File: config.mk
export PLATFORM = sky130hd
export DESIGN_NAME = i2c_target
export DESIGN_NICKNAME = d
export VERILOG_FILES = /design/src/rtl/i2c_pkg.sv /design/src/rtl/i2c_line_sync.sv /design/src/rtl/i2c_target.sv
export SDC_FILE = /design/constraint.sdc
export NUM_CORES = 1
export LEC_CHECK = 0
export ABC_AREA = 1
export CELL_PAD_IN_SITES_DETAIL_PLACEMENT = 0
export CELL_PAD_IN_SITES_GLOBAL_PLACEMENT = 1
export CORE_MARGIN = 10
export CORE_UTILIZATION = 36
export DETAILED_ROUTE_END_ITERATION = 8
export HOLD_SLACK_MARGIN = 0.06
export PLACE_DENSITY_LB_ADDON = 0.15
export SLEW_MARGIN = 20
export SYNTH_ARGS = -nofsm -noshare
export SYNTH_HDL_FRONTEND = slang
export SYNTH_SLANG_ARGS = --single-unit
File: constraint.sdc
create_clock -name clk -period 1.5 [get_ports clk]
set_input_delay 0.375 -clock clk [delete_from_list [all_inputs] [get_ports clk]]
set_output_delay 0.375 -clock clk [all_outputs]
set_load 0.01 [all_outputs]
File: src/rtl/i2c_pkg.sv
// Shared definitions for the I2C target.
//   i2c_tgt_state_t  : target protocol state encoding
//   DEV_ADDR_DEFAULT : default 7-bit device address
//   ACK / NACK       : SDA levels of the acknowledge bit
//   majority3        : 2-of-3 vote used by the optional line glitch filter
package i2c_pkg;

  localparam logic [6:0] DEV_ADDR_DEFAULT = 7'h50;
  localparam logic       ACK              = 1'b0;
  localparam logic       NACK             = 1'b1;

  typedef enum logic [3:0] {
    StIdle,
    StAddr,
    StAddrAck,
    StPtr,
    StPtrAck,
    StWr,
    StWrAck,
    StRd,
    StRdAck,
    StIgnore
  } i2c_tgt_state_t;

  function automatic logic majority3(input logic a, input logic b, input logic c);
    return (a & b) | (a & c) | (b & c);
  endfunction

endpackage

File: src/rtl/i2c_line_sync.sv
// Bus line conditioning for the I2C target.
// Each raw line passes a 2-flop synchronizer, then (when I2C_TARGET_GLITCH_FILTER_EN is
// defined) a registered 3-sample majority filter, then an edge-detect register.
//   clk        : system clock
//   scl_in     : raw SCL from the pad
//   sda_in     : raw SDA from the pad
//   scl_rise   : one-cycle pulse, conditioned SCL went 0 -> 1
//   scl_fall   : one-cycle pulse, conditioned SCL went 1 -> 0
//   start      : one-cycle pulse, SDA fell while SCL stayed high
//   stop       : one-cycle pulse, SDA rose while SCL stayed high
//   sda_level  : conditioned SDA level
// The line flops carry no reset on purpose: they keep tracking the bus while the target is
// held in reset, so releasing reset never manufactures a false edge or START.
module i2c_line_sync
  import i2c_pkg::*;
(
  input  logic clk,
  input  logic scl_in,
  input  logic sda_in,
  output logic scl_rise,
  output logic scl_fall,
  output logic start,
  output logic stop,
  output logic sda_level
);

  logic [1:0] scl_sync;
  logic [1:0] sda_sync;
  logic       scl_filt;
  logic       sda_filt;
  logic       scl_prev;
  logic       sda_prev;

  always_ff @(posedge clk) begin
    scl_sync <= {scl_sync[0], scl_in};
    sda_sync <= {sda_sync[0], sda_in};
  end

`ifdef I2C_TARGET_GLITCH_FILTER_EN
  logic [1:0] scl_hist;
  logic [1:0] sda_hist;

  // A change must persist for two samples to win the vote, so 1-clk pulses vanish.
  always_ff @(posedge clk) begin
    scl_hist <= {scl_hist[0], scl_sync[1]};
    sda_hist <= {sda_hist[0], sda_sync[1]};
    scl_filt <= majority3(scl_sync[1], scl_hist[0], scl_hist[1]);
    sda_filt <= majority3(sda_sync[1], sda_hist[0], sda_hist[1]);
  end
`else
  assign scl_filt = scl_sync[1];
  assign sda_filt = sda_sync[1];
`endif

  always_ff @(posedge clk) begin
    scl_prev <= scl_filt;
    sda_prev <= sda_filt;
  end

  assign scl_rise  = scl_filt & ~scl_prev;
  assign scl_fall  = ~scl_filt & scl_prev;
  assign start     = scl_filt & scl_prev & sda_prev & ~sda_filt;
  assign stop      = scl_filt & scl_prev & ~sda_prev & sda_filt;
  assign sda_level = sda_filt;

endmodule

File: src/rtl/i2c_target.sv
// I2C target bridging bus transfers into a byte-wide register memory.
// Protocol: [START] addr+R/W [ACK] then either pointer byte [ACK] + write bytes [ACK]...,
// or read bytes each followed by a controller ACK/NACK. The register pointer persists
// across transactions and auto-increments.
//   clk, reset     : system clock, synchronous active-high reset
//   scl_in, sda_in : raw bus levels
//   sda_drive_low  : 1 pulls SDA low (open drain)
//   mem_wr_en      : one-cycle write strobe with mem_addr / mem_wdata
//   mem_rd_en      : one-cycle read strobe with mem_addr; mem_rdata valid 1 clk later
//   busy           : set on address match, cleared by STOP or a non-matching address
// Build option: I2C_TARGET_GLITCH_FILTER_EN adds a majority filter on both lines.
module i2c_target
  import i2c_pkg::*;
#(
  parameter int unsigned DATAWIDTH = 8,
  parameter int unsigned ADDRWIDTH = 6,
  parameter logic [6:0]  DEV_ADDR  = DEV_ADDR_DEFAULT
) (
  input  logic                 clk,
  input  logic                 reset,
  input  logic                 scl_in,
  input  logic                 sda_in,
  output logic                 sda_drive_low,
  output logic                 mem_wr_en,
  output logic                 mem_rd_en,
  output logic [ADDRWIDTH-1:0] mem_addr,
  output logic [DATAWIDTH-1:0] mem_wdata,
  input  logic [DATAWIDTH-1:0] mem_rdata,
  output logic                 busy
);

  logic scl_rise;
  logic scl_fall;
  logic start_det;
  logic stop_det;
  logic sda_level;

  i2c_line_sync u_line_sync (
    .clk       (clk),
    .scl_in    (scl_in),
    .sda_in    (sda_in),
    .scl_rise  (scl_rise),
    .scl_fall  (scl_fall),
    .start     (start_det),
    .stop      (stop_det),
    .sda_level (sda_level)
  );

  i2c_tgt_state_t       state_q;
  logic [3:0]           bit_cnt_q;
  logic [DATAWIDTH-2:0] shift_q;
  logic [DATAWIDTH-1:0] tx_q;
  logic [ADDRWIDTH-1:0] ptr_q;
  logic                 rw_q;
  logic                 ack_drv_q;      // ACK states: low phase of the ACK bit is underway
  logic                 cap_pending_q;  // mem_rdata is valid this cycle

  logic [DATAWIDTH-1:0] rx_byte;
  logic [ADDRWIDTH-1:0] ptr_inc;

  // Byte as it stands once the current rising-edge bit is shifted in.
  assign rx_byte = {shift_q, sda_level};
  assign ptr_inc = ptr_q + 1'b1;

  always_ff @(posedge clk) begin
    if (reset) begin
      state_q       <= StIdle;
      bit_cnt_q     <= '0;
      shift_q       <= '0;
      tx_q          <= '0;
      ptr_q         <= '0;
      rw_q          <= 1'b0;
      ack_drv_q     <= 1'b0;
      cap_pending_q <= 1'b0;
      sda_drive_low <= 1'b0;
      mem_wr_en     <= 1'b0;
      mem_rd_en     <= 1'b0;
      mem_addr      <= '0;
      mem_wdata     <= '0;
      busy          <= 1'b0;
    end else begin
      mem_wr_en     <= 1'b0;
      mem_rd_en     <= 1'b0;
      cap_pending_q <= mem_rd_en;

      if (stop_det) begin
        state_q       <= StIdle;
        sda_drive_low <= 1'b0;
        ack_drv_q     <= 1'b0;
        busy          <= 1'b0;
      end else if (start_det) begin
        // busy is left alone here; the address byte decides it.
        state_q       <= StAddr;
        bit_cnt_q     <= '0;
        sda_drive_low <= 1'b0;
        ack_drv_q     <= 1'b0;
      end else begin
        case (state_q)
          StAddr: begin
            if (scl_rise) begin
              shift_q   <= rx_byte[DATAWIDTH-2:0];
              bit_cnt_q <= bit_cnt_q + 4'd1;
              if (bit_cnt_q == 4'd7) begin
                if (rx_byte[DATAWIDTH-1:1] == DEV_ADDR) begin
                  state_q <= StAddrAck;
                  rw_q    <= rx_byte[0];
                  busy    <= 1'b1;
                end else begin
                  state_q <= StIgnore;
                  busy    <= 1'b0;
                end
              end
            end
          end

          StAddrAck: begin
            if (scl_fall) begin
              if (!ack_drv_q) begin
                ack_drv_q     <= 1'b1;
                sda_drive_low <= ~ACK;
                // Fetch now so the byte is in tx_q before the first data falling edge.
                if (rw_q) begin
                  mem_rd_en <= 1'b1;
                  mem_addr  <= ptr_q;
                end
              end else begin
                ack_drv_q <= 1'b0;
                if (rw_q) begin
                  sda_drive_low <= ~tx_q[DATAWIDTH-1];
                  tx_q          <= {tx_q[DATAWIDTH-2:0], 1'b0};
                  bit_cnt_q     <= 4'd1;
                  state_q       <= StRd;
                end else begin
                  sda_drive_low <= 1'b0;
                  bit_cnt_q     <= '0;
                  state_q       <= StPtr;
                end
              end
            end
          end

          StPtr: begin
            if (scl_rise) begin
              shift_q   <= rx_byte[DATAWIDTH-2:0];
              bit_cnt_q <= bit_cnt_q + 4'd1;
              if (bit_cnt_q == 4'd7) begin
                ptr_q   <= rx_byte[ADDRWIDTH-1:0];
                state_q <= StPtrAck;
              end
            end
          end

          StPtrAck: begin
            if (scl_fall) begin
              if (!ack_drv_q) begin
                ack_drv_q     <= 1'b1;
                sda_drive_low <= ~ACK;
              end else begin
                ack_drv_q     <= 1'b0;
                sda_drive_low <= 1'b0;
                bit_cnt_q     <= '0;
                state_q       <= StWr;
              end
            end
          end

          StWr: begin
            if (scl_rise) begin
              shift_q   <= rx_byte[DATAWIDTH-2:0];
              bit_cnt_q <= bit_cnt_q + 4'd1;
              if (bit_cnt_q == 4'd7) begin
                mem_wr_en <= 1'b1;
                mem_addr  <= ptr_q;
                mem_wdata <= rx_byte;
                state_q   <= StWrAck;
              end
            end
          end

          StWrAck: begin
            if (scl_fall) begin
              if (!ack_drv_q) begin
                ack_drv_q     <= 1'b1;
                sda_drive_low <= ~ACK;
              end else begin
                ack_drv_q     <= 1'b0;
                sda_drive_low <= 1'b0;
                ptr_q         <= ptr_inc;
                bit_cnt_q     <= '0;
                state_q       <= StWr;
              end
            end
          end

          StRd: begin
            if (scl_fall) begin
              if (bit_cnt_q == 4'd8) begin
                sda_drive_low <= 1'b0;
                state_q       <= StRdAck;
              end else begin
                sda_drive_low <= ~tx_q[DATAWIDTH-1];
                tx_q          <= {tx_q[DATAWIDTH-2:0], 1'b0};
                bit_cnt_q     <= bit_cnt_q + 4'd1;
              end
            end
          end

          StRdAck: begin
            if (scl_rise) begin
              if (sda_level == NACK) begin
                state_q <= StIgnore;
              end else begin
                ptr_q     <= ptr_inc;
                mem_rd_en <= 1'b1;
                mem_addr  <= ptr_inc;
                bit_cnt_q <= '0;
                state_q   <= StRd;
              end
            end
          end

          default: ;
        endcase
      end

      if (cap_pending_q) begin
        tx_q <= mem_rdata;
      end
    end
  end

endmodule

==> reports/qor.json, run 1 <==
{
  "status": {"value": "finished with violations"},
  "failing_checks": {"value": "setup timing"},
  "setup-tns-final": {"value": -1.47, "unit": "ns"},
  "synth-seq-area-share": {"value": 38.2, "unit": "%"},
  "syn2layout_area_growth": {"value": 62.4, "unit": "%"},
  "wl_per_cell": {"value": 13.7, "unit": "um"},
  "grt_usage": {"value": 15.5, "unit": "%"},
  "maxSlewViolCount": {"value": 0},
  "via_count": {"value": 3330},
  "portBuffers": {"value": 29},
  "postSynthCellCount": {"value": 451},
  "timing.critical_path.buf_inv": {"value": 3},
  "slowest_stage": {"value": "sky130_fd_sc_hd__dfxtp_4"},
  "skew": {"value": 0.0123, "unit": "ns"},
  "most-common-layout-cells": {"value": "91 x sky130_fd_sc_hd__buf_4, 85 x sky130_fd_sc_hd__nand2_1, 47 x sky130_fd_sc_hd__dfxtp_1, 45 x sky130_fd_sc_hd__nor2_1, 30 x sky130_fd_sc_hd__inv_1"},
  "timing.critical_path.cells": {"value": "buf_4, nand2_1, nor2_1, buf_4, nor2_2, nor2_2, nor2_2, buf_4, nand4_1, a21oi_2"},
  "startpoint": {"value": "state_q[1]"},
  "clk_path_buf_depth": {"value": 2},
  "fraction_of_layout_instances_using_a_drive_strength_above_1": {"value": 42.2, "unit": "%"},
  "critical_path_peak_fanout": {"value": 6},
  "root_buffer": {"value": "sky130_fd_sc_hd__clkbuf_8"},
  "floorplan.rows": {"value": 32},
  "reg2reg_setup_slack": {"value": -0.14, "unit": "ns"},
  "p_leak": {"value": 2.14, "unit": "nW"},
  "end_kind": {"value": "register"},
  "clock_tree.htree_level_count": {"value": 2},
  "highest_ir_drop_seen_on_vdd": {"value": 0.565, "unit": "mV"},
  "cp_data_required_time": {"value": 1.73, "unit": "ns"},
  "grt_pass1_wl": {"value": 15.2, "unit": "mm"},
  "via_count_of_the_first_global_routing_pass": {"value": 3243},
  "synthDistinctLibCells": {"value": 29},
  "cts_tree": {"value": "built"},
  "drc": {"value": 0},
  "io_pins": {"value": 30},
  "rr_startpoint": {"value": "state_q[1]"},
  "synthesis.nets": {"value": 466},
  "critPathMaxStageDelay": {"value": 0.38, "unit": "ns"},
  "antenna_violations_before_repair": {"value": 0},
  "syn_avg_cell_area": {"value": 6.51, "unit": "um^2"},
  "first_pass_iters": {"value": 5},
  "setup_viol": {"value": 32},
  "final_common_cell": {"value": "sky130_fd_sc_hd__buf_4"},
  "syn-cell-area": {"value": 0.00294, "unit": "mm^2"},
  "post-route-min-period": {"value": 1.64, "unit": "ns"},
  "final_antenna_net_count": {"value": 0},
  "finalWeightedCongestion": {"value": 0.912},
  "arrival_time_of_data_at_the_critical_path_endpoint": {"value": 1.87, "unit": "ns"},
  "relSlewSlack": {"value": 78.6, "unit": "%"},
  "worst_skew_pair.late_latency": {"value": 0.32, "unit": "ns"},
  "worst_hold_path.num_cells": {"value": 0},
  "viasPerCell": {"value": 4.86},
  "worst_slew_pin_slew": {"value": 0.321, "unit": "ns"},
  "yosys_warnings": {"value": 0},
  "antenna_cells": {"value": 0},
  "worst_r2r_path_depth": {"value": 10},
  "period_share": {"value": 109, "unit": "%"},
  "die_footprint": {"value": 0.0122, "unit": "mm^2"},
  "hold-worst-slack": {"value": 0.335, "unit": "ns"},
  "worstHoldStart": {"value": "u_line_sync.scl_sync[0]"},
  "multi_input_area": {"value": 0.00207, "unit": "mm^2"},
  "crit-reg2reg-capture": {"value": "state_q[1]"},
  "grt_overflow": {"value": 0},
  "drv_cap": {"value": 0},
  "final_nets": {"value": 597},
  "tritoncts_num_sinks": {"value": 56},
  "cts.clk_slew.worst_paths": {"value": 0.11, "unit": "ns"},
  "design.core.area": {"value": 0.00785, "unit": "mm^2"},
  "horizontal_die_dimension": {"value": 110, "unit": "um"},
  "total_power_consumption_of_the_routed_design": {"value": 6.09, "unit": "mW"},
  "fp.dieH": {"value": 110, "unit": "um"},
  "fillCellCount": {"value": 741},
  "drtIter0Drc": {"value": 157},
  "finalWorstSetupSlack": {"value": -0.141, "unit": "ns"},
  "synth-seq-cells": {"value": 56},
  "path_delay_family": {"value": "simple AND/OR/NAND/NOR gates"},
  "hpwlAfterDp": {"value": 6.58, "unit": "mm"},
  "finalHoldViolCount": {"value": 0},
  "worstHoldEndpoint": {"value": "u_line_sync.scl_sync[1]"},
  "cts_made_buffers": {"value": 5},
  "power.density_cell_area": {"value": 1280, "unit": "mW/mm^2"},
  "unrepaired_setup_endpoints_after_global_routing": {"value": "yes"},
  "hold_path.class": {"value": "register to register"},
  "wl": {"value": 9.38, "unit": "mm"},
  "seqCellArea": {"value": 0.00114, "unit": "mm^2"},
  "grt_max_degree": {"value": 21},
  "critical_path_startpoint_category": {"value": "register"},
  "start_util": {"value": 37.4, "unit": "%"},
  "max_freq": {"value": 0.610, "unit": "GHz"},
  "worstSetupPathType": {"value": "register to register"}
}
flip-flops by register name, summed over array words and instances (netlist names), 2 cells and up:
name,count
shift_q,7
bit_cnt_q,4
u_line_sync.scl_sync,2
ptr_q,6
mem_addr,6
u_line_sync.sda_sync,2
state_q,4
tx_q,8
mem_wdata,8
metrics by stage:
step	utilization, %	std cells	cell area (um^2)	setup WS [ns]
6_report	60.8	685	4770	-0.141
5_1_grt	60.8	685	4770	-0.197
4_1_cts	57.0	676	4470	-0.109
3_5_place_dp	50.5	654	3960	-0.234
3_3_place_gp	50.5	654	3960	-0.238
2_1_floorplan	-	451	2940	0.0282
metal layers:
layer	global-route usage [%]	vias to the layer above	wire (um)
met1	19.5	1529	4160
met5	0	-	0
met3	2.79	6	379
met4	5.05	0	72
met2	26.2	65	4760
li1	-	1730	-
cell usage after synthesis, drive strengths merged:
| cell | count | area, um^2 |
|---|---|---|
| nand4 | 5 | 31.3 |
| a211oi | 10 | 75.1 |
| dfxtp | 56 | 1120 |
| a21boi | 1 | 7.51 |
| or2 | 1 | 6.26 |
| xnor2 | 1 | 8.76 |
| o211ai | 3 | 22.5 |
| nand2 | 118 | 455 |
| mux2 | 1 | 11.3 |
| ha | 3 | 37.5 |
| nand3b | 2 | 15.0 |
| buf | 3 | 15.0 |
| inv | 43 | 161 |
| o21ai | 29 | 145 |
| clkbuf | 8 | 30.0 |
| clkinv | 1 | 5.00 |
| a21oi | 31 | 159 |
| nor3 | 5 | 36.3 |
| nor2 | 87 | 362 |
| nor3b | 1 | 7.51 |
| xor2 | 4 | 35.0 |
| nand3 | 38 | 190 |
timing repair:
item | in CTS | in global routing
pin swaps | 33 | 29
setup buffers | 13 | 9
hold buffers | 0 | 0
setup endpoints to repair | 56 | 48
resized for setup | 120 | 71
gates cloned | 1 | 1
cell type report:
cell class                 count  share of cell area (%)
clock buffer                   5                    1.44
sequential                    56                    23.9
tap                          102                    2.67
multi-input combinational    341                    43.3
clock inverter                 3                   0.996
inverter                      44                    3.75
timing repair buffer         134                    23.9
power breakdown:
| group | total [mW] | internal [mW] | switching (mW) |
|---|---|---|---|
| logic | 3.25 | 1.43 | 1.81 |
| clock network | 1.05 | 0.505 | 0.542 |
| registers | 1.80 | 1.66 | 0.132 |
| total | 6.09 | 3.60 | 2.49 |
worst max path at each step:
stage                              end  depth (start not counted)  slack (ns)
after global placement    bit_cnt_q[3]                         11       -0.24
after CTS                   state_q[1]                         10       -0.11
after floorplan               ptr_q[5]                         11        0.03
after global routing        state_q[1]                         10       -0.20
after detailed placement  bit_cnt_q[2]                         11       -0.23
final                       state_q[1]                         10       -0.14
cell families after synthesis:
family	share of synthesized area (%)
adders and majority gates	1.28
buffers and inverters	7.20
AOI/OAI and AO/OA	13.9
muxes	0.383
xor gates and xnor gates	1.49
DFF	38.2
and+or+nand+nor	37.6
Power figures use the tool's default switching activity.
==> run 2: changes to the inputs <==
- CORE_ASPECT_RATIO: not set -> 0.9
- SLEW_MARGIN: 20 -> 0
==> run 2 against run 1 <==
Effect of this change: the flow still finishes with violations (setup timing); sequential cell count unchanged; register-to-register slack got worse by 0.02 ns; utilization rose by 1.3 points; routed wire length up 9.9%; clock power down 8%; sequential share of layout area down 0.87 points; combinational power rose by 18%; global-route usage increased by 0.27 points; critical endpoint unchanged; highest routed layer unchanged.
==> reports/qor.json, run 2 (synthesis gave the netlist of run 1 again) <==
{
  "antenna_violations_before_repair": {"value": 0},
  "fraction_of_layout_instances_using_a_drive_strength_above_1": {"value": 44.4, "unit": "%"},
  "hpwlAfterDp": {"value": 6.76, "unit": "mm"},
  "final_antenna_net_count": {"value": 0},
  "start_util": {"value": 36.8, "unit": "%"},
  "worst_skew_pair.late_latency": {"value": 0.34, "unit": "ns"},
  "grt_use_met3": {"value": 2.95, "unit": "%"},
  "finalWeightedCongestion": {"value": 0.958},
  "setup_viol": {"value": 41},
  "arrival_time_of_data_at_the_critical_path_endpoint": {"value": 1.93, "unit": "ns"},
  "relSlewSlack": {"value": 77.1, "unit": "%"},
  "max_freq": {"value": 0.601, "unit": "GHz"},
  "portBuffers": {"value": 29},
  "highest_ir_drop_seen_on_vdd": {"value": 0.619, "unit": "mV"},
  "end_kind": {"value": "register"},
  "final_nets": {"value": 600},
  "worstSetupPathType": {"value": "register to register"},
  "via_count_of_the_first_global_routing_pass": {"value": 3258},
  "critical_path_startpoint_category": {"value": "register"},
  "most_used_routing_layer": {"value": "met2"},
  "worstHoldEndpoint": {"value": "u_line_sync.scl_sync[1]"},
  "worstHoldStart": {"value": "u_line_sync.scl_sync[0]"},
  "crit-reg2reg-capture": {"value": "state_q[1]"},
  "status": {"value": "finished with violations"},
  "drc": {"value": 0},
  "via_count": {"value": 3451},
  "maxSlewViolCount": {"value": 0},
  "cts_tree": {"value": "built"},
  "grt_overflow": {"value": 0},
  "first_pass_iters": {"value": 5},
  "drv_cap": {"value": 0},
  "io_pins": {"value": 30},
  "design.core.area": {"value": 0.00799, "unit": "mm^2"},
  "power.density_cell_area": {"value": 1340, "unit": "mW/mm^2"},
  "floorplan.rows": {"value": 31},
  "wl_per_cell": {"value": 15.0, "unit": "um"},
  "syn2layout_area_growth": {"value": 69.0, "unit": "%"},
  "grt_usage": {"value": 15.8, "unit": "%"},
  "root_buffer": {"value": "sky130_fd_sc_hd__clkbuf_8"},
  "critical_path_peak_fanout": {"value": 3},
  "clock_tree.htree_level_count": {"value": 2},
  "fp.dieH": {"value": 106, "unit": "um"},
  "period_share": {"value": 111, "unit": "%"},
  "horizontal_die_dimension": {"value": 115, "unit": "um"},
  "hold_path.class": {"value": "register to register"},
  "viasPerCell": {"value": 5.04},
  "cp_data_required_time": {"value": 1.77, "unit": "ns"},
  "worst_r2r_path_depth": {"value": 10},
  "setup-tns-final": {"value": -3.03, "unit": "ns"},
  "unrepaired_setup_endpoints_after_global_routing": {"value": "yes"},
  "cts_made_buffers": {"value": 5},
  "finalHoldViolCount": {"value": 0},
  "grt_max_degree": {"value": 21},
  "post-route-min-period": {"value": 1.66, "unit": "ns"},
  "finalWorstSetupSlack": {"value": -0.164, "unit": "ns"},
  "reg2reg_setup_slack": {"value": -0.16, "unit": "ns"},
  "die_footprint": {"value": 0.0122, "unit": "mm^2"},
  "clk_path_buf_depth": {"value": 2},
  "worst_hold_path.num_cells": {"value": 0},
  "most-common-layout-cells": {"value": "82 x sky130_fd_sc_hd__buf_4, 78 x sky130_fd_sc_hd__nand2_1, 47 x sky130_fd_sc_hd__nor2_1, 47 x sky130_fd_sc_hd__dfxtp_1, 29 x sky130_fd_sc_hd__inv_1"},
  "p_leak": {"value": 2.18, "unit": "nW"},
  "dp_slack": {"value": -0.228, "unit": "ns"},
  "drtIter0Drc": {"value": 165},
  "failing_checks": {"value": "setup timing"},
  "antenna_cells": {"value": 0},
  "skew": {"value": 0.00860, "unit": "ns"},
  "rr_startpoint": {"value": "bit_cnt_q[0]"},
  "grt_pass1_wl": {"value": 15.9, "unit": "mm"},
  "grt_util_met2": {"value": 25.0, "unit": "%"},
  "tritoncts_num_sinks": {"value": 56},
  "worst_slew_pin_slew": {"value": 0.343, "unit": "ns"},
  "top_regs": {"value": "mem_wdata x8, tx_q x8, shift_q x7"},
  "wl": {"value": 10.3, "unit": "mm"},
  "cts.clk_slew.worst_paths": {"value": 0.12, "unit": "ns"},
  "final_common_cell": {"value": "sky130_fd_sc_hd__buf_4"},
  "hold-worst-slack": {"value": 0.330, "unit": "ns"},
  "grt_util_met1": {"value": 20.5, "unit": "%"}
}
## run 2: cell types whose count changed in the layout (fill, tap and decap cells not counted), sizes merged
| cell | delta |
|---|---|
| buf | +4 |
| inv | +4 |
| clkinv | -3 |
| bufinv | -1 |
| clkbuf | -1 |
## run 2: layer usage
metal	part of all wire (%)	vias up
met5	0	-
met4	2.6	0
met3	5.0	33
met2	50	89
met1	43	1598
li1	-	1731
## run 2: power by group
| group | leakage, nW | switching, mW | internal (mW) |
|---|---|---|---|
| Clock | 0.0511 | 0.606 | 0.355 |
| Sequential | 0.459 | 0.167 | 1.67 |
| Combinational | 1.67 | 2.14 | 1.70 |
| Total | 2.18 | 2.91 | 3.73 |
## run 2: worst max-delay path by stage
stage,start,slack (ns),cells past startpoint,to
after floorplan,bit_cnt_q[0],0.03,11,ptr_q[5]
after global placement,state_q[3],-0.24,12,state_q[0]
after CTS,bit_cnt_q[0],-0.09,12,state_q[0]
final,bit_cnt_q[0],-0.16,10,state_q[1]
after global routing,bit_cnt_q[1],-0.30,13,state_q[0]
after detailed placement,state_q[3],-0.23,9,mem_addr[3]
## run 2: what timing repair did
item,in CTS,in global routing
buffers inserted,19,10
setup endpoints to repair,65,43
pin swaps,37,33
hold buffers,0,0
gates resized for setup,147,80
cloned,3,1
## run 2: area by class of cell
cell class                      count  area (um^2)
Fill cell                         690         3030
Multi-Input combinational cell    341         2190
Timing Repair Buffer              137         1220
Sequential cell                    56         1140
Inverter                           44          185
Tap cell                           99          124
Clock buffer                        5         68.8
Clock inverter                      3         28.8
## run 2: worst max-delay path: stages, from the launching register on
cell,delay [ns]
sky130_fd_sc_hd__dfxtp_4,0.39
sky130_fd_sc_hd__ha_4,0.15
sky130_fd_sc_hd__nand2_4,0.05
sky130_fd_sc_hd__nor2_4,0.12
sky130_fd_sc_hd__buf_12,0.13
sky130_fd_sc_hd__buf_4,0.11
sky130_fd_sc_hd__nor2_4,0.04
sky130_fd_sc_hd__nor2_4,0.15
sky130_fd_sc_hd__buf_4,0.14
sky130_fd_sc_hd__nand4_1,0.14
sky130_fd_sc_hd__a21oi_1,0.16
## run 2: per-stage QoR
| step | std cells | instance area [um^2] | util (%) | total power [mW] |
|---|---|---|---|---|
| floorplan | 451 | 2940 | - | 3.25 |
| detailed placement | 646 | 3920 | 49.1 | 4.36 |
| global route | 685 | 4960 | 62.1 | 7.05 |
| finish | 685 | 4960 | 62.1 | 6.64 |
| global placement | 646 | 3920 | 49.1 | 4.37 |
| CTS | 674 | 4590 | 57.4 | 6.11 |
==> run 3: changes to the inputs <==
- CORE_MARGIN: 10 -> 2
- CTS_BUF_LIST: not set -> sky130_fd_sc_hd__clkbuf_16
==> run 3 against run 2 <==
Effect of this change: the run still ends with setup timing left; die area decreased by 27%; fmax increased by 4.3%; hold slack got worse by 0.0025 ns; sequential power about the same; sequential cell count unchanged; clock skew increased by 0.0012 ns; count of clock-buffer cells in the layout unchanged; cell area decreased by 6.0%; critical path depth unchanged; via count decreased by 3.0%; highest routed layer unchanged.
==> reports/qor.json, run 3 (synthesis gave the netlist of run 1 again) <==
{
  "drtIter0Drc": {"value": 153},
  "period_share": {"value": 106, "unit": "%"},
  "max_freq": {"value": 0.627, "unit": "GHz"},
  "io_pins": {"value": 30},
  "worstSetupPathType": {"value": "register to register"},
  "antenna_cells": {"value": 0},
  "crit_top_cell": {"value": "sky130_fd_sc_hd__nor2_2"},
  "timing.critical_path.buf_inv": {"value": 2},
  "critical_path_startpoint_category": {"value": "register"},
  "slowest_stage": {"value": "sky130_fd_sc_hd__dfxtp_4"},
  "unrepaired_setup_endpoints_after_global_routing": {"value": "yes"},
  "hold-worst-slack": {"value": 0.327, "unit": "ns"},
  "critical_path_peak_fanout": {"value": 8},
  "cts_tree": {"value": "built"},
  "syn2layout_area_growth": {"value": 58.9, "unit": "%"},
  "cts_made_buffers": {"value": 5},
  "first_pass_iters": {"value": 4},
  "status": {"value": "finished with violations"},
  "fp.dieH": {"value": 89.7, "unit": "um"},
  "grt_max_degree": {"value": 21},
  "fillCellCount": {"value": 755},
  "critPathMaxStageDelay": {"value": 0.38, "unit": "ns"},
  "skew": {"value": 0.00981, "unit": "ns"},
  "finalWorstSetupSlack": {"value": -0.0961, "unit": "ns"},
  "dpl_cell_area": {"value": 0.00392, "unit": "mm^2"},
  "grt_usage": {"value": 19.9, "unit": "%"},
  "clk_path_buf_depth": {"value": 2},
  "clock_tree.htree_level_count": {"value": 2},
  "fraction_of_layout_instances_using_a_drive_strength_above_1": {"value": 36.5, "unit": "%"},
  "highest_ir_drop_seen_on_vdd": {"value": 0.620, "unit": "mV"},
  "relSlewSlack": {"value": 77.4, "unit": "%"},
  "portBuffers": {"value": 29},
  "antenna_violations_before_repair": {"value": 0},
  "via_count_of_the_first_global_routing_pass": {"value": 3100},
  "design.core.area": {"value": 0.00799, "unit": "mm^2"},
  "via_count": {"value": 3348},
  "rr_startpoint": {"value": "state_q[1]"},
  "power.density_cell_area": {"value": 1370, "unit": "mW/mm^2"},
  "finalWeightedCongestion": {"value": 0.892},
  "setup_viol": {"value": 34},
  "post-route-min-period": {"value": 1.60, "unit": "ns"},
  "top_regs": {"value": "mem_wdata x8, tx_q x8, shift_q x7"},
  "die_footprint": {"value": 0.00890, "unit": "mm^2"},
  "p_leak": {"value": 2.12, "unit": "nW"},
  "path_delay_family": {"value": "simple AND/OR/NAND/NOR gates"},
  "drv_cap": {"value": 0},
  "failing_checks": {"value": "setup timing"},
  "end_kind": {"value": "register"},
  "final_antenna_net_count": {"value": 0},
  "wl": {"value": 9.03, "unit": "mm"},
  "worst_slew_pin_slew": {"value": 0.339, "unit": "ns"},
  "cp.depth": {"value": 10},
  "grt_overflow": {"value": 0},
  "setup.worst_path.end": {"value": "mem_addr[2]"},
  "floorplan.rows": {"value": 31},
  "grt_pass1_wl": {"value": 14.5, "unit": "mm"},
  "crit-reg2reg-capture": {"value": "mem_addr[2]"},
  "cts.clk_slew.worst_paths": {"value": 0.08, "unit": "ns"},
  "hold_path.class": {"value": "register to register"},
  "cp_data_required_time": {"value": 1.71, "unit": "ns"},
  "seqCellArea": {"value": 0.00114, "unit": "mm^2"},
  "root_buffer": {"value": "sky130_fd_sc_hd__clkbuf_16"},
  "hpwlAfterDp": {"value": 6.30, "unit": "mm"},
  "most-common-layout-cells": {"value": "86 x sky130_fd_sc_hd__nand2_1, 85 x sky130_fd_sc_hd__buf_4, 57 x sky130_fd_sc_hd__nor2_1, 48 x sky130_fd_sc_hd__dfxtp_1, 34 x sky130_fd_sc_hd__inv_1"},
  "arrival_time_of_data_at_the_critical_path_endpoint": {"value": 1.80, "unit": "ns"},
  "viasPerCell": {"value": 4.95},
  "finalHoldViolCount": {"value": 0},
  "wl_per_cell": {"value": 13.3, "unit": "um"},
  "start_util": {"value": 36.8, "unit": "%"},
  "horizontal_die_dimension": {"value": 99.2, "unit": "um"},
  "design_area": {"value": 0.00467, "unit": "mm^2"},
  "startpoint": {"value": "state_q[1]"},
  "timing.critical_path.cells": {"value": "inv_2, nor2_2, nand2_4, nor2_2, nor2_2, nor3_4, buf_4, nand3_1, nand2_1, nor2_1"},
  "reg2reg_setup_slack": {"value": -0.1, "unit": "ns"},
  "final_nets": {"value": 592},
  "tritoncts_num_sinks": {"value": 56},
  "worst_skew_pair.late_latency": {"value": 0.30, "unit": "ns"},
  "drc": {"value": 0},
  "worst_r2r_path_depth": {"value": 10},
  "number_of_hold_repair_buffers_added_at_the_cts_stage": {"value": 0},
  "maxSlewViolCount": {"value": 0},
  "final_core_utilization": {"value": 58.4, "unit": "%"},
  "multi_input_area": {"value": 0.00196, "unit": "mm^2"},
  "final_common_cell": {"value": "sky130_fd_sc_hd__nand2_1"}
}
run 3: stage by stage:
stage | TNS (ns) | setup WS [ns] | std cells | power, mW
final | -1.12 | -0.0961 | 677 | 6.38
after global routing | -4.86 | -0.222 | 677 | 6.80
after CTS | -1.00 | -0.0649 | 666 | 6.02
after detailed placement | -4.53 | -0.235 | 645 | 4.34
after global placement | -4.44 | -0.214 | 645 | 4.34
after floorplan | 0 | 0.0282 | 451 | 3.25
run 3: area by class of cell:
| class | instances | area share, % |
|---|---|---|
| clock buffers | 5 | 2.68 |
| flip-flops and latches | 56 | 24.5 |
| clock inverters | 3 | 0.617 |
| well taps | 99 | 2.65 |
| inverters | 44 | 3.91 |
| repair buffers | 129 | 23.6 |
| multi-input cells | 341 | 42.1 |
run 3: worst min-delay path by stage:
stage | from | to | slack, ns | depth (start not counted)
finish | u_line_sync.scl_sync[0] | u_line_sync.scl_sync[1] | 0.33 | 0
global route | u_line_sync.scl_sync[0] | u_line_sync.scl_sync[1] | 0.34 | 0
CTS | u_line_sync.scl_sync[0] | u_line_sync.scl_sync[1] | 0.33 | 0
detailed placement | u_line_sync.scl_sync[0] | u_line_sync.scl_sync[1] | 0.31 | 0
global placement | u_line_sync.scl_sync[0] | u_line_sync.scl_sync[1] | 0.31 | 0
floorplan | u_line_sync.scl_sync[0] | u_line_sync.scl_sync[1] | 0.31 | 0
run 3: where the power goes:
| part | switching, mW | internal [mW] | total (mW) |
|---|---|---|---|
| clock | 0.639 | 0.647 | 1.29 |
| combinational | 1.80 | 1.48 | 3.28 |
| sequential | 0.152 | 1.67 | 1.82 |
run 3: repair_timing:
action,4_1_cts,5_1_grt
pin swaps,22,23
cloned,2,1
setup buffers,11,11
setup endpoints to repair,56,45
gates resized for setup,94,65
run 3: metal layers:
| metal | track usage (%) | wire length, um | vias up |
|---|---|---|---|
| li1 | - | - | 1717 |
| met1 | 27.2 | 4270 | 1572 |
| met2 | 33.4 | 4340 | 50 |
| met3 | 2.49 | 305 | 9 |
| met4 | 4.91 | 115 | 0 |
| met5 | 0 | 0 | - |
